File: config.mk
export PLATFORM = sky130hd
export DESIGN_NAME = seq_restoring_div_flat
export DESIGN_NICKNAME = d
export VERILOG_FILES = /design/src/rtl/pe_div_pkg.sv /design/src/rtl/seq_restoring_div_if.sv /design/src/rtl/seq_restoring_div_ripple_sub.sv /design/src/rtl/seq_restoring_div.sv /design/src/flat_wrapper.sv
export SDC_FILE = /design/constraint.sdc
export NUM_CORES = 1
export LEC_CHECK = 0
export BUFFER_PORTS_ARGS = -buffer_cell sky130_fd_sc_hd__buf_2
export CAP_MARGIN = 10
export CORE_MARGIN = 3
export CORE_UTILIZATION = 50
export DETAILED_ROUTE_END_ITERATION = 6
export PLACE_DENSITY_LB_ADDON = 0.1
export SLEW_MARGIN = 20
export SYNTH_ARGS = -nofsm -noshare
export SYNTH_HDL_FRONTEND = slang
export SYNTH_HIERARCHICAL = 1
export SYNTH_SLANG_ARGS = --single-unit
File: constraint.sdc
create_clock -name clk -period 9.78 [get_ports clk]
set_input_delay 0.489 -clock clk [delete_from_list [all_inputs] [get_ports clk]]
set_output_delay 0.489 -clock clk [all_outputs]
set_load 0.02 [all_outputs]
File: src/rtl/pe_div_pkg.sv
// Shared definitions for the PE datapath divider: FSM state encoding and the
// fill bit used to build the divide-by-zero quotient.
package pe_div_pkg;

    typedef enum logic [1:0] {
        S_IDLE = 2'd0,
        S_RUN  = 2'd1,
        S_DONE = 2'd2
    } state_t;

    // A zero divisor returns a quotient with this bit replicated across the word.
    localparam logic DBZ_QUOT_FILL = 1'b1;

endpackage

File: src/rtl/seq_restoring_div_if.sv
// Operand/result handshake bundle for seq_restoring_div.
// The master side supplies operands and takes results; the slave is the divider.
interface seq_restoring_div_if #(
    parameter int WIDTH = 16
);
    logic             in_valid;
    logic             in_ready;
    logic [WIDTH-1:0] dividend;
    logic [WIDTH-1:0] divisor;
    logic             out_valid;
    logic             out_ready;
    logic [WIDTH-1:0] quotient;
    logic [WIDTH-1:0] remainder;
    logic             div_by_zero;

    modport master (
        output in_valid, dividend, divisor, out_ready,
        input  in_ready, out_valid, quotient, remainder, div_by_zero
    );

    modport slave (
        input  in_valid, dividend, divisor, out_ready,
        output in_ready, out_valid, quotient, remainder, div_by_zero
    );
endinterface

File: src/rtl/seq_restoring_div_ripple_sub.sv
// N-bit ripple-borrow subtractor (diff = a - b) built from full-subtractor cells;
// borrow is the borrow out of the top cell, i.e. set when a < b.
module ripple_sub #(
    parameter int N = 17
) (
    input  logic [N-1:0] a,
    input  logic [N-1:0] b,
    output logic [N-1:0] diff,
    output logic         borrow
);
    logic [N:0] borrow_chain;

    assign borrow_chain[0] = 1'b0;

    generate
        for (genvar gi = 0; gi < N; gi++) begin : g_fs
            assign diff[gi]           = a[gi] ^ b[gi] ^ borrow_chain[gi];
            assign borrow_chain[gi+1] = (~a[gi] & b[gi]) | (~(a[gi] ^ b[gi]) & borrow_chain[gi]);
        end
    endgenerate

    assign borrow = borrow_chain[N];
endmodule

File: src/rtl/seq_restoring_div.sv
// Multi-cycle radix-2 restoring unsigned divider: one quotient bit per cycle,
// valid/ready handshakes on both sides, all outputs registered.
module seq_restoring_div
    import pe_div_pkg::*;
#(
    parameter int WIDTH = 16
) (
    input  logic                clk,
    input  logic                rst_n,
    seq_restoring_div_if.slave  bus
);
    localparam int CNT_W = $clog2(WIDTH);

    state_t           state_reg;
    logic [CNT_W-1:0] cnt_reg;
    logic [WIDTH-1:0] rem_reg;
    logic [WIDTH-1:0] dq_reg;
    logic [WIDTH-1:0] divisor_reg;
    logic             in_ready_reg;
    logic             out_valid_reg;
    logic [WIDTH-1:0] quotient_reg;
    logic [WIDTH-1:0] remainder_reg;
    logic             dbz_reg;

    logic [WIDTH:0]   shifted;
    logic [WIDTH:0]   trial;
    logic             borrow;
    logic [WIDTH-1:0] rem_next;
    logic [WIDTH-1:0] dq_next;
    logic             unused_trial_msb;

    // dq holds the not-yet-consumed dividend bits on the left and the
    // quotient bits retired so far on the right.
    assign shifted = {rem_reg, dq_reg[WIDTH-1]};

    ripple_sub #(.N(WIDTH + 1)) u_sub (
        .a      (shifted),
        .b      ({1'b0, divisor_reg}),
        .diff   (trial),
        .borrow (borrow)
    );

    // rem < divisor always holds, so a successful trial never sets the top bit.
    assign unused_trial_msb = trial[WIDTH];
    assign rem_next = borrow ? shifted[WIDTH-1:0] : trial[WIDTH-1:0];
    assign dq_next  = {dq_reg[WIDTH-2:0], ~borrow};

    always_ff @(posedge clk or negedge rst_n) begin
        if (!rst_n) begin
            state_reg     <= S_IDLE;
            cnt_reg       <= '0;
            rem_reg       <= '0;
            dq_reg        <= '0;
            divisor_reg   <= '0;
            in_ready_reg  <= 1'b1;
            out_valid_reg <= 1'b0;
            quotient_reg  <= '0;
            remainder_reg <= '0;
            dbz_reg       <= 1'b0;
        end else begin
            case (state_reg)
                S_IDLE: begin
                    if (bus.in_valid) begin
                        in_ready_reg <= 1'b0;
                        divisor_reg  <= bus.divisor;
                        if (bus.divisor == '0) begin
                            quotient_reg  <= {WIDTH{DBZ_QUOT_FILL}};
                            remainder_reg <= bus.dividend;
                            dbz_reg       <= 1'b1;
                            out_valid_reg <= 1'b1;
                            state_reg     <= S_DONE;
                        end else begin
                            rem_reg   <= '0;
                            dq_reg    <= bus.dividend;
                            cnt_reg   <= CNT_W'(WIDTH - 1);
                            state_reg <= S_RUN;
                        end
                    end
                end
                S_RUN: begin
                    rem_reg <= rem_next;
                    dq_reg  <= dq_next;
                    if (cnt_reg == '0) begin
                        quotient_reg  <= dq_next;
                        remainder_reg <= rem_next;
                        out_valid_reg <= 1'b1;
                        state_reg     <= S_DONE;
                    end else begin
                        cnt_reg <= cnt_reg - 1'b1;
                    end
                end
                S_DONE: begin
                    if (bus.out_ready) begin
                        out_valid_reg <= 1'b0;
                        in_ready_reg  <= 1'b1;
                        quotient_reg  <= '0;
                        remainder_reg <= '0;
                        dbz_reg       <= 1'b0;
                        state_reg     <= S_IDLE;
                    end
                end
                default: begin
                    in_ready_reg  <= 1'b1;
                    out_valid_reg <= 1'b0;
                    state_reg     <= S_IDLE;
                end
            endcase
        end
    end

    assign bus.in_ready    = in_ready_reg;
    assign bus.out_valid   = out_valid_reg;
    assign bus.quotient    = quotient_reg;
    assign bus.remainder   = remainder_reg;
    assign bus.div_by_zero = dbz_reg;
endmodule

File: src/flat_wrapper.sv
// flat-port wrapper written by rule: the top's interface ports become plain ports
module seq_restoring_div_flat import pe_div_pkg::*;
#(
    parameter int WIDTH = 16
)
  (clk, rst_n, bus_in_valid, bus_dividend, bus_divisor, bus_out_ready, bus_in_ready, bus_out_valid, bus_quotient, bus_remainder, bus_div_by_zero);
  seq_restoring_div_if #(.WIDTH(WIDTH)) bus_i ();
  input  logic clk;
  input  logic rst_n;
  input wire logic [$bits(bus_i.in_valid)-1:0] bus_in_valid;
  input wire logic [$bits(bus_i.dividend)-1:0] bus_dividend;
  input wire logic [$bits(bus_i.divisor)-1:0] bus_divisor;
  input wire logic [$bits(bus_i.out_ready)-1:0] bus_out_ready;
  output wire logic [$bits(bus_i.in_ready)-1:0] bus_in_ready;
  output wire logic [$bits(bus_i.out_valid)-1:0] bus_out_valid;
  output wire logic [$bits(bus_i.quotient)-1:0] bus_quotient;
  output wire logic [$bits(bus_i.remainder)-1:0] bus_remainder;
  output wire logic [$bits(bus_i.div_by_zero)-1:0] bus_div_by_zero;
  assign bus_i.in_valid = bus_in_valid;
  assign bus_i.dividend = bus_dividend;
  assign bus_i.divisor = bus_divisor;
  assign bus_i.out_ready = bus_out_ready;
  assign bus_in_ready = bus_i.in_ready;
  assign bus_out_valid = bus_i.out_valid;
  assign bus_quotient = bus_i.quotient;
  assign bus_remainder = bus_i.remainder;
  assign bus_div_by_zero = bus_i.div_by_zero;
  seq_restoring_div #(.WIDTH(WIDTH)) u_core (.clk(clk), .rst_n(rst_n), .bus(bus_i));
endmodule
* Yosys cells after proc, flatten, opt, wreduce, memory -nomap -nowiden *
Cells that the tools add are included.

storage, ports and cells
  flip-flop bits (word level) = 89
  bits in latches = 0
  RAM bits = 0
  memory bits (read-only) = 0
  memories = 0

cells by class
  add/subtract/negate cells = 1
  multiply operators = 0
  div/mod/pow operators = 0
  magnitude comparators = 0
  equality and inequality tests = 8
  shifts and indexed selects = 0
  mux-type cells = 34
  bitwise gates (word level) = 112
  reduce and logical (&&, ||, !) cells = 14

operators by type and width
  cell                                                                      count
  16-bit 2-to-1 mux                                                         12
  16-bit case mux with 3 select lines                                       2
  16-bit case mux with 2 select lines                                       2
  1-bit inverter                                                            34
  1-bit AND                                                                 32
  1-bit XOR                                                                 31
  16-bit logical NOT                                                        1
  1-bit bitwise OR                                                          15
  4-bit 2-to-1 mux                                                          3
  4-bit AND reduction                                                       3
  3-bit AND reduction                                                       3
  2-bit 2-to-1 mux                                                          4
  2-bit inequality test (second input constant)                             4
  4-bit case mux with 2 select lines                                        1
  1-bit 2-to-1 mux                                                          6
  1-bit case mux with 3 select lines                                        2
  2-bit case mux with 3 select lines                                        1
  5-bit AND reduction                                                       1
  4-bit logical NOT                                                         1
  2-bit by 1-bit inequality test with 1-bit output (second input constant)  2
  2-bit nonzero test                                                        2
  4-bit by 1-bit subtractor with 4-bit output (second input constant)       1
  3-bit nonzero test                                                        1
  2-bit by 1-bit equality test with 1-bit output (second input constant)    1
  4 further kinds                                                           4

* Depth between registers and ports, before layout *
  word-level depth = 36
  mapped depth = 27
  gate-level depth less buffers = 25

* By module *
Netlist, hierarchy kept.

by module, submodules not included
  module             times used  cells each  area an instance (sq um)  seq. area each (sq um)
  seq_restoring_div  1           369         4294.1                    2228.4
  ripple_sub         1           53          467.9                     0.0

* Least setup slack after synthesis *
OpenSTA, ideal clock, no wires.

  kind = reg-to-reg
  from = register u_core.dq_reg[15]
  to = register u_core.remainder_reg[13], in the netlist u_core/bus.remainder[13]
  setup time = 125 ps
  arrival = 7340 ps
  setup slack = 2316 ps
  cell stages (with the launch flop) = 28
  path buffers = 2
  clock period less this slack = 7464 ps
  cells stage by stage = dfrtp_1 inv_1 ha_1 inv_1 fa_1 inv_1 fa_1 fa_1 fa_1 fa_1 fa_1 fa_1 fa_1 fa_1 fa_1 fa_1 fa_1 fa_1 fa_1 fa_1 inv_1 fa_1 inv_1 buf_2 buf_1 mux2i_1 o22ai_1 mux2_2

on the way
  longest elaborated chain between the ends = 36
  elaborated cells on any way between the ends = 37
  those cells by class = mux: 3; bitwise: 34

ends and longest elaborated chain
  item                                 line                                source
  start, declared                      seq_restoring_div.sv:17             logic [WIDTH-1:0] dq_reg;
  start signal, assigned               seq_restoring_div.sv:74             dq_reg <= bus.dividend;
  start signal, assigned               seq_restoring_div.sv:82             dq_reg <= dq_next;
  1-bit inverter                       seq_restoring_div_ripple_sub.sv:18  assign borrow_chain[gi+1] = (~a[gi] & b[gi]) | (~(a[gi] ^ b[gi]) & borrow_chain[gi]);
  1-bit AND (2 in a row)               seq_restoring_div_ripple_sub.sv:18
  1-bit bitwise OR                     seq_restoring_div_ripple_sub.sv:18
  1-bit AND                            seq_restoring_div_ripple_sub.sv:18
  1-bit bitwise OR                     seq_restoring_div_ripple_sub.sv:18
  1-bit AND                            seq_restoring_div_ripple_sub.sv:18
  1-bit bitwise OR                     seq_restoring_div_ripple_sub.sv:18
  1-bit AND                            seq_restoring_div_ripple_sub.sv:18
  [20 not listed]                      n/a
  1-bit bitwise OR                     seq_restoring_div_ripple_sub.sv:18
  1-bit AND                            seq_restoring_div_ripple_sub.sv:18
  1-bit bitwise OR                     seq_restoring_div_ripple_sub.sv:18
  1-bit AND                            seq_restoring_div_ripple_sub.sv:18
  net u_core.borrow                    seq_restoring_div.sv:27             logic borrow;
  16-bit 2-to-1 mux                    seq_restoring_div.sv:45             assign rem_next = borrow ? shifted[WIDTH-1:0] : trial[WIDTH-1:0];
  16-bit 2-to-1 mux                    seq_restoring_div.sv:83             if (cnt_reg == '0) begin
  16-bit case mux with 3 select lines  seq_restoring_div.sv:61             case (state_reg)
  end signal, assigned                 seq_restoring_div.sv:68             remainder_reg <= bus.dividend;
  end signal, assigned                 seq_restoring_div.sv:85             remainder_reg <= rem_next;
  end, declared                        seq_restoring_div.sv:22             logic [WIDTH-1:0] remainder_reg;

The timed path passes the listed nets, and every way through them passes these cells. The select of a mux whose other input is x is not followed.
A chain may end at the register's enable or synchronous reset.

* Final worst setup path *
  from = register u_core.dq_reg[15]
  to = register u_core.remainder_reg[12], in the netlist u_core/bus.remainder[12]

The elaborated chain is that of the path after synthesis.

==> results_dict.tcl <==
set metrics [dict create \
    fin_tns_setup_ns 0 \
    final-setup-viol-count 0 \
    die_x_um 104 \
    core_area_um2 8980 \
    path_max_fanout 18 \
    dp_slack_ns 1.87 \
    clockRootBuffer "clkbuf_8" \
    grtUsageTotal 0.199 \
    drv_slew 0 \
    ys_seq_elements 89 \
    synth_edf_count 0 \
    drt-initial-drc-count 108 \
    cp-start-kind "register" \
    cp.required_ns 10.03 \
    routed_wirelength_um 10300 \
    cpPeakStageDelay_ns 0.42 \
    grt_max_degree 65 \
    vias 3302 \
    synth.avg_cell_area_um2 11.3 \
    cts.repair.resized 0 \
    power_leakage_nw 2.56 \
    max_slew.worst_pin.slew_ns 0.914 \
    post_cts_buffers 0 \
    syn_area_um2 4760 \
    crit_top_cell "fa_1" \
    setup_slack_ns 1.88 \
    die-height_um 104 \
    critical_path.slowest_cell "mux2i_1" \
    viasPerCell 5.36 \
    synthArstFlopShare 1.00 \
    worst_ir_drop_vdd_v 0.000136 \
    grt_pass1_wl_um 17300 \
    netlist_instances 422 \
    route.detailed.drc 0 \
    period_share 0.807 \
    whs_ns 0.123 \
    end_kind "register" \
    finClkSkew_ns 0.0124 \
    ant_nets 0 \
    outcome "completed" \
    layout-drive-gt1-share 0.349 \
    powerDensity_nw_per_um2 318 \
    cap_violations 0 \
    numPortBuffers 70 \
    place_congestion 0.792 \
    grt_pass1_vias 3594 \
    synth-seq-area-share 0.468 \
    wl_per_cell_um 16.6 \
    path_buf_inv 5 \
    yosysUniqueCellTypes 42 \
    h-tree-depth 3 \
    hpwl_um 7290 \
    cts_tree "yes" \
    fillers 786 \
    antennaDiodeCount 0 \
    row_count 34 \
    worstSkewPairLatency_ns 0.35 \
    clkTransAtPathRegs_ns 0.10 \
    fmax_ghz 0.127 \
    fin_nets 542 \
    synth-main-ff-cell "dfrtp_1" \
    syn2layout_area_growth_pct 13.5 \
    cts_made_buffers 9 \
    dr.pass1.iters 4 \
    boundaryPins 71 \
    die_area_um2 10700 \
    clock_path_buffers 2 \
    hold_buffers 0 \
    period_minus_slack_ns 7.90 \
    synth_nets 479 \
    crit_arrival_ns 8.14 \
    min_path_type "input port to async pin" \
    clock-sinks 89 \
    final_util 0.602 \
    start_util 0.531 \
    cpLargestDelayFamily "adder cells" \
    yosysWarnings 6 \
    antenna_found_initial 0 \
    path_class "register to register" \
    overflow 0 \
    slew_headroom 0.390 \
    grt_setup_unrepaired "false" \
    hold_viol_final 0 \
]
where the power goes:
group          internal (W)  switching [W]  total [W]
clock network      0.000118       0.000134   0.000252
logic              0.000389       0.000465   0.000854
registers          0.000521      0.0000904   0.000612
final timing paths:
path | startpoint | endpoint | slack [ns] | cells past startpoint
min reg2reg | u_core/bus.remainder[15]$_DFFE_PN0P_ | u_core/bus.remainder[15]$_DFFE_PN0P_ | 0.50 | 1
max reg2reg | u_core/dq_reg[15]$_DFFE_PN0P_ | u_core/bus.remainder[12]$_DFFE_PN0P_ | 1.88 | 25
min in group clk | bus_divisor[12] | u_core/divisor_reg[12]$_DFFE_PN0P_ | 0.39 | 2
min | rst_n | u_core/cnt_reg[3]$_DFFE_PN0P_ | 0.12 | 1
max in group asynchronous | rst_n | u_core/rem_reg[4]$_DFFE_PN0P_ | 8.64 | 2
max | u_core/dq_reg[15]$_DFFE_PN0P_ | u_core/bus.remainder[12]$_DFFE_PN0P_ | 1.88 | 25
logic make-up after synthesis:
family,Yosys count,synth area share
adder cells (fa/ha/maj),21,0.0804
other,1,0.000787
flip-flops,89,0.468
AO/OA/AOI/OAI,59,0.0780
AND/OR/NAND/NOR,70,0.0728
buffers and inverters,83,0.0715
multiplexers,99,0.229
area by class of cell:
cell class,instances,area [um2],area share
Inverter,61,229,0.0424
Timing Repair Buffer,74,403,0.0745
Multi-Input combinational cell,250,2190,0.406
Sequential cell,89,2230,0.412
Tap cell,126,158,0.0292
Clock inverter,7,71.3,0.0132
Clock buffer,9,124,0.0229
metal layers:
metal  share of wire  vias up  GRT usage  wire length (um)
li1                -     1546          -                 -
met1            0.44     1685      0.253              4480
met2            0.52       65      0.355              5370
met3           0.033        6     0.0392               338
met4          0.0067        0     0.0408                69
met5               0        -          0                 0
synthesized netlist by cell type, drive strengths merged, types with 2 or more instances:
cell	number	area (um2)
a21oi	8	55.1
a31oi	2	12.5
and4	2	17.5
buf	11	70.1
clkbuf	11	41.3
dfrtp	88	2200
fa	16	320
ha	5	62.6
inv	61	229
mux2	78	878
mux2i	21	210
nand2	33	124
nand3	2	10.0
nor2	5	18.8
nor2b	18	113
nor4	4	25.0
o21a	2	15.0
o21ai	21	105
o22ai	16	100
cell usage in the layout (no fill, tap or decap), types with 2 or more instances in the layout:
cell type	count
buf_2	69
buf_4	4
ha_1	5
nand2_1	33
nor2_1	5
mux2i_1	21
clkinv_2	2
and4_1	2
clkbuf_8	9
a31oi_1	2
nor2b_1	18
a21oi_1	6
dfrtp_1	88
o21ai_0	21
mux2_2	77
nor4_1	4
o22ai_1	16
clkinvlp_4	3
inv_1	61
nand3_1	2
o21a_1	2
fa_1	16
metrics by stage:
step / power (W) / cells / instance area, um2
2_1_floorplan: 0.00125 / 422 / 4760
3_3_place_gp: 0.00144 / 599 / 5180
3_5_place_dp: 0.00146 / 599 / 5180
4_1_cts: 0.00172 / 615 / 5380
5_1_grt: 0.00185 / 616 / 5410
6_report: 0.00172 / 616 / 5410
No activity file was read; power rests on OpenSTA's default activity.
